### config.mk
export PLATFORM = sky130hd
export DESIGN_NAME = led_pattern_sequencer
export DESIGN_NICKNAME = d
export VERILOG_FILES = /design/src/rtl/led_pattern_sequencer.sv
export SDC_FILE = /design/constraint.sdc
export NUM_CORES = 1
export LEC_CHECK = 0
export CORE_ASPECT_RATIO = 0.9
export CORE_MARGIN = 5
export CORE_UTILIZATION = 60
export DETAILED_ROUTE_END_ITERATION = 10
export DONT_BUFFER_PORTS = 1
export PLACE_DENSITY = 0.75
export SETUP_SLACK_MARGIN = 0.15
export SLEW_MARGIN = 20
export SYNTH_ARGS = -nofsm -noshare
export SYNTH_HDL_FRONTEND = slang
export SYNTH_SLANG_ARGS = --single-unit
### constraint.sdc
create_clock -name clk -period 4.4 [get_ports clk]
set_clock_uncertainty 0.1 [all_clocks]
set_input_delay 1.32 -clock clk [delete_from_list [all_inputs] [get_ports clk]]
set_output_delay 1.32 -clock clk [all_outputs]
set_load 0.01 [all_outputs]
### src/rtl/led_pattern_sequencer.sv
// LED pattern sequencer: a prescaled step tick advances a selectable
// 8-bit pattern (static/chase/bounce/count), then global PWM brightness.
module led_pattern_sequencer #(
  parameter int unsigned STEP_DIV = 1200000,
  parameter int unsigned PWM_BITS = 4
) (
  input  logic                clk,
  input  logic                rstn,
  input  logic                enable,
  input  logic [1:0]          mode_in,
  input  logic                mode_load,
  input  logic [PWM_BITS-1:0] duty,
  output logic [7:0]          leds,
  output logic                step_tick,
  output logic                cycle_done,
  output logic [1:0]          cur_mode,
  output logic                mode_pending
);

  typedef enum logic [1:0] {STATIC = 2'd0, CHASE = 2'd1, BOUNCE = 2'd2, COUNT = 2'd3} mode_t;
  typedef enum logic {LEFT = 1'b0, RIGHT = 1'b1} dir_t;

  localparam int unsigned CW = (STEP_DIV > 1) ? $clog2(STEP_DIV) : 1;
  localparam logic [CW-1:0] LAST = CW'(STEP_DIV - 1);

  logic [CW-1:0]       pre_cnt;
  logic [PWM_BITS-1:0] pwm_cnt;
  logic [7:0]          pattern;
  dir_t                dir;
  mode_t               mode_q, pend_q;

  logic       step, req, wrap, pwm_on;
  mode_t      req_mode;
  logic [7:0] adv_pat;
  dir_t       adv_dir;

  function automatic logic [7:0] start_val(input mode_t m);
    case (m)
      STATIC:  start_val = 8'hFF;
      CHASE:   start_val = 8'h01;
      BOUNCE:  start_val = 8'h01;
      default: start_val = 8'h00;
    endcase
  endfunction

  assign step     = enable && (pre_cnt == LAST);
  // A load in the stepping cycle itself overrides any older pending request.
  assign req      = mode_load || mode_pending;
  assign req_mode = mode_load ? mode_t'(mode_in) : pend_q;
  assign pwm_on   = (duty == '1) || (pwm_cnt < duty);
  assign cur_mode = mode_q;

  always_comb begin
    adv_pat = pattern;
    adv_dir = dir;
    wrap    = 1'b0;
    case (mode_q)
      STATIC: adv_pat = 8'hFF;
      CHASE: begin
        adv_pat = {pattern[6:0], pattern[7]};
        wrap    = (pattern == 8'h80);
      end
      BOUNCE: begin
        if (dir == LEFT) begin
          if (pattern == 8'h80) begin
            adv_pat = 8'h40;
            adv_dir = RIGHT;
          end else begin
            adv_pat = pattern << 1;
          end
        end else begin
          if (pattern == 8'h01) begin
            adv_pat = 8'h02;
            adv_dir = LEFT;
          end else begin
            adv_pat = pattern >> 1;
          end
          wrap = (pattern == 8'h02);
        end
      end
      default: begin
        adv_pat = pattern + 8'd1;
        wrap    = (pattern == 8'hFF);
      end
    endcase
  end

  always_ff @(posedge clk or negedge rstn) begin
    if (!rstn) begin
      pre_cnt      <= '0;
      pwm_cnt      <= '0;
      pattern      <= 8'hFF;
      dir          <= LEFT;
      mode_q       <= STATIC;
      pend_q       <= STATIC;
      mode_pending <= 1'b0;
      step_tick    <= 1'b0;
      cycle_done   <= 1'b0;
      leds         <= '0;
    end else begin
      pwm_cnt    <= pwm_cnt + 1'b1;
      leds       <= pattern & {8{pwm_on}};
      step_tick  <= step;
      cycle_done <= 1'b0;

      if (enable) pre_cnt <= step ? '0 : pre_cnt + 1'b1;

      if (step) begin
        mode_pending <= 1'b0;
        if (req) begin
          mode_q  <= req_mode;
          pattern <= start_val(req_mode);
          dir     <= LEFT;
        end else begin
          pattern    <= adv_pat;
          dir        <= adv_dir;
          cycle_done <= wrap;
        end
      end else if (mode_load) begin
        pend_q       <= mode_t'(mode_in);
        mode_pending <= 1'b1;
      end
    end
  end

endmodule

# [Yosys cells after proc, flatten, opt, wreduce, memory -nomap -nowiden]
# Cells that the tools add are included.
[word_totals] regBits=49 in_bits=10 output_inout_bits=13 wordCells=54
[classes] add_sub_neg=3 magnitude_cmp=1 n_eq_ne=10 mux=19 n_bitwise=1 reduce_logical=10
[op_table] cell="8-bit two-way mux" count=3
[op_table] cell="8-bit one-hot mux with 3 select lines" count=1
[op_table] cell="21-bit by 1-bit adder with 21-bit output (second input constant)" count=1
[op_table] cell="21-bit equality test (second input constant)" count=1
[op_table] cell="21-bit two-way mux" count=1
[op_table] cell="8-bit equality test (second input constant)" count=2
[op_table] cell="8-bit one-hot mux with 2 select lines" count=1
[op_table] cell="1-bit two-way mux" count=10
[op_table] cell="8-bit by 1-bit adder with 8-bit output (second input constant)" count=1
[op_table] cell="8-bit bitwise AND" count=1
[op_table] cell="8-bit by 1-bit equality test with 1-bit output (second input constant)" count=1
[op_table] cell="8-bit by 2-bit equality test with 1-bit output (second input constant)" count=1
[op_table] cell="7-bit two-way mux" count=1
[op_table] cell="4-bit by 1-bit adder with 4-bit output (second input constant)" count=1
[op_table] cell="2-bit by 1-bit equality test with 1-bit output (second input constant)" count=2
[op_table] cell="2-bit equality test (second input constant)" count=2
[op_table] cell="4-bit equality test (second input constant)" count=1
[op_table] cell="2-bit zero test" count=2
[op_table] cell="4-bit < comparator" count=1
[op_table] cell="2-bit AND reduction" count=2
[op_table] cell="2-bit nonzero test" count=2
[op_table] cell="1-bit one-hot mux with 3 select lines" count=1
[op_table] cell="1-bit logical OR" count=2
[op_table] cell="2-bit two-way mux" count=1
[op_table] cell="2 further kinds" count=2

# [Depth between registers and ports, before layout]
# Gate-level depths: netlist of the first run.
[depth] ltp_word=5 mapped_depth=7 depth_no_buf=6

# [Least setup slack after synthesis of the first run]
# OpenSTA, ideal clock, no wires.
[synth_path] kind="in2reg" start="input port enable" end="register mode_q[1] (netlist: cur_mode[1])" setup_ns=0.123 arrival_time_ns=2.443 required_ns=4.177 setup_slack_ns=1.734 stages=5 path_buffers=1 path_cell_list="nand2_1 -> or2_2 -> clkbuf_1 -> o32a_1 -> o221a_1"
[synth_via] elab_chain_cells=2
[synth_lines] item="start: declaration" line_no="9" source="input logic enable,"
[synth_lines] item="1-bit logical AND" line_no="46" source="assign step = enable && (pre_cnt == LAST);"
[synth_lines] item="2-bit AND reduction (no source line)"
[synth_lines] item="end signal: assignment" line_no="111" source="mode_q <= req_mode;"
[synth_lines] item="end: declaration" line_no="30" source="mode_t mode_q, pend_q;"
# No other way between the ends.
# A chain may end at the register's enable or synchronous reset.

# [Worst setup path after layout of the first run]
[layout_path] start="register pre_cnt[12]" end="register mode_q[1] (netlist: cur_mode[1])"
[layout_via] elab_chain_cells=3
[layout_lines] item="start: declaration" line_no="26" source="logic [CW-1:0] pre_cnt;"
[layout_lines] item="start signal: assignment" line_no="106" source="if (enable) pre_cnt <= step ? '0 : pre_cnt + 1'b1;"
[layout_lines] item="21-bit equality test" line_no="46"
[layout_lines] item="1-bit logical AND" line_no="46"
[layout_lines] item="2-bit AND reduction (no source line)"
# No other way between the ends.

==> results of run 1 <==
## worst max path at each step
stage,start,end,cells past startpoint
global route,pre_cnt[12],cur_mode[1],5
global placement,enable,cur_mode[0],6
CTS,pre_cnt[12],cur_mode[1],5
finish,pre_cnt[12],cur_mode[1],5
detailed placement,enable,cur_mode[1],6
floorplan,enable,cur_mode[1],5
## cell usage in the layout, fill, tap and decap left out, drive strengths merged, types with 3 or more instances in the layout
cell and instances:
a21o 5, a21oi 14, a31oi 3, clkbuf 7, dfrtp 41, dfstp 8
ha 9, inv 13, mux2 3, nand2 24, nand2b 4, nand3 19
nand4 9, nor2 16, nor2b 4, nor3 9, nor4 8, o21ai 16
o2bb2ai 4, or4 4, xnor2 17, xor2 4
## final cells by class
class	instances	area [µm²]	area share (%)
Timing Repair Buffer	1	7.507	0.2599
Sequential cell	49	1236	42.79
Inverter	13	48.80	1.689
Clock inverter	1	7.507	0.2599
Tap cell	62	77.57	2.685
Clock buffer	7	86.33	2.988
Multi-Input combinational cell	214	1425	49.33
## state kept, by name (all words and copies together) (netlist names)
| register | count |
|---|---|
| pattern | 8 |
| step_tick | 1 |
| pend_q | 2 |
| pwm_cnt | 4 |
| cycle_done | 1 |
| mode_pending | 1 |
| cur_mode | 2 |
| dir | 1 |
| pre_cnt | 21 |
| leds | 8 |
## per-stage QoR
stage / util (%) / std cells / total power, mW / instance area, µm² / worst slack (ns)
6_report: 64.77 / 347 / 0.8646 / 2889 / 1.721
3_3_place_gp: 62.66 / 339 / 0.6003 / 2795 / 1.681
3_5_place_dp: 62.66 / 339 / 0.6029 / 2795 / 1.667
2_1_floorplan: - / 294 / 0.5829 / 2780 / 1.734
5_1_grt: 64.77 / 347 / 0.9113 / 2889 / 1.551
4_1_cts: 64.77 / 347 / 0.8725 / 2889 / 1.726
## per-layer routing
metal | vias to the layer above | share of wire [%] | GRT usage (%)
met5 | - | 0 | 0
met2 | 58 | 43 | 29.15
met4 | 0 | 0.84 | 6.642
li1 | 1050 | - | -
met3 | 4 | 7.1 | 4.843
met1 | 1033 | 49 | 31.51
## critical path, cell delays in order, from the launching register on
cell	delay, ns
dfrtp_1	0.44
or4_4	0.59
nor4_4	0.57
nand2_1	0.33
inv_2	0.33
o221a_1	0.24
## kinds of logic after synthesis
group                      after synthesis  share of synthesized area [%]
AOI/OAI and AO/OA                       66                          16.25
adders and majority gates                9                          4.050
and+or+nand+nor                        113                          22.41
DFF                                     49                          44.46
xor gates and xnor gates                21                          6.615
buffers and inverters                   31                          4.275
muxes                                    5                          1.935
## power by group through the flow
stage                     sequential, mW  combinational (mW)  clock, mW
final                              0.514              0.0820      0.268
after global routing               0.519              0.0953      0.297
after CTS                          0.513              0.0823      0.277
after detailed placement           0.521              0.0824          0
after global placement             0.521              0.0795          0
after floorplan                    0.514              0.0688          0
==> flow_summary.toml, run 1 <==
[yosys]
synth.top_cell.area_share_pct = 36.90
netlist_top_cells_area = "dfrtp_1 (37%), dfstp_2 (7.6%), xnor2_1 (5.4%)"
synth_common_cells = "dfrtp_1 (41), nand2_1 (24), nand3_1 (19), xnor2_1 (17)"
synth_ff_type = "dfrtp_1"
syn_avg_cell_area_um2 = 9.456
synth_edf_count = 0
synth-seq-area-share_pct = 44.46
synth_most_common_cell = "dfrtp_1"
ys_ff_latch = 49
synthesis.yosys.warnings = 0
yosysTopAreaCell = "dfrtp_1"
syn_area_um2 = 2780
synth_cell_types = 60
synthCells = 294
synthArstFlopShare_pct = 100.0
synth_nets = 313

[clock_tree]
cts-resized-gates = 0
htreeDepth = 2
post_cts_buffers = 0
ctsHoldBuffers = 0
cts_sinks = 49
path_clk_slew_ns = 0.09
cts_root_buf = "clkbuf_8"
insertion_delay_ns = 0.29
numCtsBuffers = 5
clockBufferDepth = 2
cts_tree = "yes"

[cells_and_area]
diodes = 0
fillers = 385
syn_to_final_growth_pct = 3.915
drive_gt1_share_pct = 8.772
final_nets = 303

[sta]
fmax_mhz = 373.3
rsz0062_at_grt = "no"
max_slew_margin_pct = 42.97
worstMarginPinSlew_ns = 0.8528
slew_violations = 0
setup_tns_ns = 0
final.period_utilization_pct = 60.88
fin_crit_ns = 2.679
hold_viol = 0
setup_violations = 0
hold_ws_ns = 0.3864

[power]
power.density_nw_per_um2 = 299.3
sw_frac_of_total_pct = 25.21
p_clk_share_pct = 31.0
p_comb_share_pct = 9.5
leakage_nw = 1.125
p_int_mw = 0.6467
p_sw_mw = 0.2180
ir_drop_uv = 296.9
seq_power_share_pct = 59.5

[setup_path]
worstReg2RegEnd = "cur_mode[1]"
critical_path_class = "reg2reg"
cp_data_required_time_ns = 4.53
crit_arrival_ns = 2.81
reg2reg_depth = 5
start_kind = "register"
endpoint_kind = "register"
crit_fanout = 17
r2r_slack_ns = 1.72
rr_startpoint = "pre_cnt[12]"

[drt]
viasPerCell = 6.182
drt_iter0_drc = 153
drc = 0
dr.pass1.iters = 4
post_drt_wl_per_cell_um = 16.55
postRouteAntennaNets = 0
wl_um = 5742
vias = 2145

[worst_hold_path]
hold_path_depth = 1
min_path_type = "reg2reg"
whs_endpoint = "pwm_cnt[0]"
worstHoldStart = "pwm_cnt[0]"

[floorplanning]
pin_count = 23
rows = 23
die_w_um = 81.75
core_um2 = 4461
die_area_um2 = 6097
die_y_um = 74.58
start_util_pct = 62.33

[global_routing]
grt_antenna_before_repair = 0
grt-ovfl-total = 0
grt_pass1_vias = 1954
grt_start_max_net_pins = 50
grt_usage_pct = 20.76
grt_pass1_wl_um = 9591

[placement]
hpwl_um = 4049
numPortBuffers = 0
gp_congestion = 0.9134

[status]
status = "finished clean"

[flow_run]
maxCapViolCount = 0
Power figures use the tool's default switching activity.
==> run 2: changes to the inputs <==
Clock period 4.4 ns to 2.8 ns, I/O delays scaled along.
==> run 2 against run 1 <==
Against the previous run: fmax grew 7.7%; critical path type unchanged; routed wire length grew 0.78%; combinational power grew 57%; largest power group unchanged; highest routed layer unchanged; cell count grew 1.2%; setup slack lost 1.4 ns; flip-flop and latch count is the same.
==> flow_summary.toml, run 2 (synthesis results as in run 1) <==
[power]
p_clk_share_pct = 35.2
seq_power_share_pct = 55.9
p_int_mw = 1.107
power.density_nw_per_um2 = 491.8
leakage_nw = 1.161
p_sw_mw = 0.3399
p_comb_share_pct = 8.9
ir_drop_uv = 270.7
sw_frac_of_total_pct = 23.50
p_total_mw = 1.447

[placement]
place_area_um2 = 2825
numPortBuffers = 0
hpwl_um = 4009
gp_congestion = 0.9086

[cells_and_area]
diodes = 0
final_nets = 307
largest_registers = "pre_cnt: 21 flops, leds: 8 flops, pattern: 8 flops"
final_common_cell = "dfrtp_1"
mostFrequentLayoutCells = "dfrtp_1 (41), nand2_1 (24), nand3_1 (19), xnor2_1 (17), nor2_1 (16)"
largest-register = "pre_cnt"
post-route-util_pct = 65.95
largest_reg_flops = 21
syn_to_final_growth_pct = 5.806
design_area_um2 = 2942
drive_gt1_share_pct = 10.03

[drt]
postRouteAntennaNets = 0
vias = 2202
post_drt_wl_per_cell_um = 16.49
viasPerCell = 6.274
drt_iter0_drc = 224
drc = 0
wl_um = 5787
dr.pass1.iters = 4

[sta]
final.period_utilization_pct = 88.79
worstMarginPinSlew_ns = 0.6647
fin_crit_ns = 2.486
setup_violations = 0
hold_ws_ns = 0.1294
fmax_mhz = 402.2
hold_viol = 0
setup_tns_ns = 0
slew_violations = 0
rsz0062_at_grt = "no"
max_slew_margin_pct = 55.69

[clock_tree]
cts-resized-gates = 0
cts_sinks = 49
cts_tree = "yes"
htreeDepth = 2
clockBufferDepth = 2
path_clk_slew_ns = 0.08
post_cts_buffers = 0
ctsHoldBuffers = 0
numCtsBuffers = 5
insertion_delay_ns = 0.29
cts_root_buf = "clkbuf_8"

[floorplanning]
start_util_pct = 62.33
die_y_um = 74.58
rows = 23
die_area_um2 = 6097
core_um2 = 4461
pin_count = 23
die_w_um = 81.75

[global_routing]
grt-ovfl-total = 0
grt_antenna_before_repair = 0
grt_start_max_net_pins = 50
grt_usage_pct = 20.93
grt_pass1_wl_um = 9908
grt_pass1_vias = 2051

[setup_path]
crit_arrival_ns = 2.57
endpoint_kind = "register"
path_cells = "or4_4 > or4_1 > o21ai_1 > mux2_2"
start_kind = "register"
critPathBufInv = 0
crit_slowest_cell = "or4_1"
cp_data_required_time_ns = 2.88
critPathTopFamily = "simple AND/OR/NAND/NOR gates"
slowest_delay_ns = 0.67
critical_path_class = "reg2reg"
crit_fanout = 8

[flow_run]
maxCapViolCount = 0

[worst_hold_path]
min_path_type = "in2async"

[status]
status = "finished clean"
run 2: changes by cell type in the layout (fill, tap and decap cells not counted), sizes merged:
cell / delta
buf: +4
bufinv: +1
clkinvlp: -1
run 2: power groups by stage:
stage	combinational, mW	clock [mW]	sequential [mW]
floorplan	0.108	0	0.808
finish	0.129	0.509	0.808
CTS	0.129	0.523	0.808
detailed placement	0.130	0	0.819
global placement	0.125	0	0.820
global route	0.150	0.549	0.817
run 2: area by class of cell:
class                      count  area [µm²]
multi-input combinational    214        1425
inverter                      13       48.80
fill                         363        1519
clock buffer                   7       86.33
tap                           62       77.57
clock inverter                 1       30.03
sequential                    49        1236
timing repair buffer           5       37.54
run 2: worst paths after layout:
check	startpoint	to	slack (ns)	depth (start not counted)
setup reg to reg	pre_cnt[12]	pend_q[0]	0.31	4
setup / recovery	pre_cnt[12]	pend_q[0]	0.31	4
hold reg to reg	pwm_cnt[0]	pwm_cnt[0]	0.38	1
max in group asynchronous	rstn	pattern[3]	2.29	0
hold / removal	rstn	pre_cnt[16]	0.13	0
min in group clk	pwm_cnt[0]	pwm_cnt[0]	0.38	1
run 2: layer usage:
layer / GRT usage [%] / wire length [µm]
met4: 3.875 / 29
met3: 5.085 / 445
met5: 0 / 0
met1: 30.77 / 2737
met2: 31.84 / 2574
run 2: worst reg2reg max path, delay by kind of cell, from the launching register on:
family	cells	cell delay (ns)
AOI/OAI and AO/OA	1	0.25
and+or+nand+nor	2	1.24
muxes	1	0.36
DFF	1	0.43
run 2: through the flow:
step,std cells,setup slack (ns)
3_3_place_gp,343,0.3813
4_1_cts,351,0.3209
6_report,351,0.3139
2_1_floorplan,294,0.4498
3_5_place_dp,343,0.3354
5_1_grt,351,0.2131
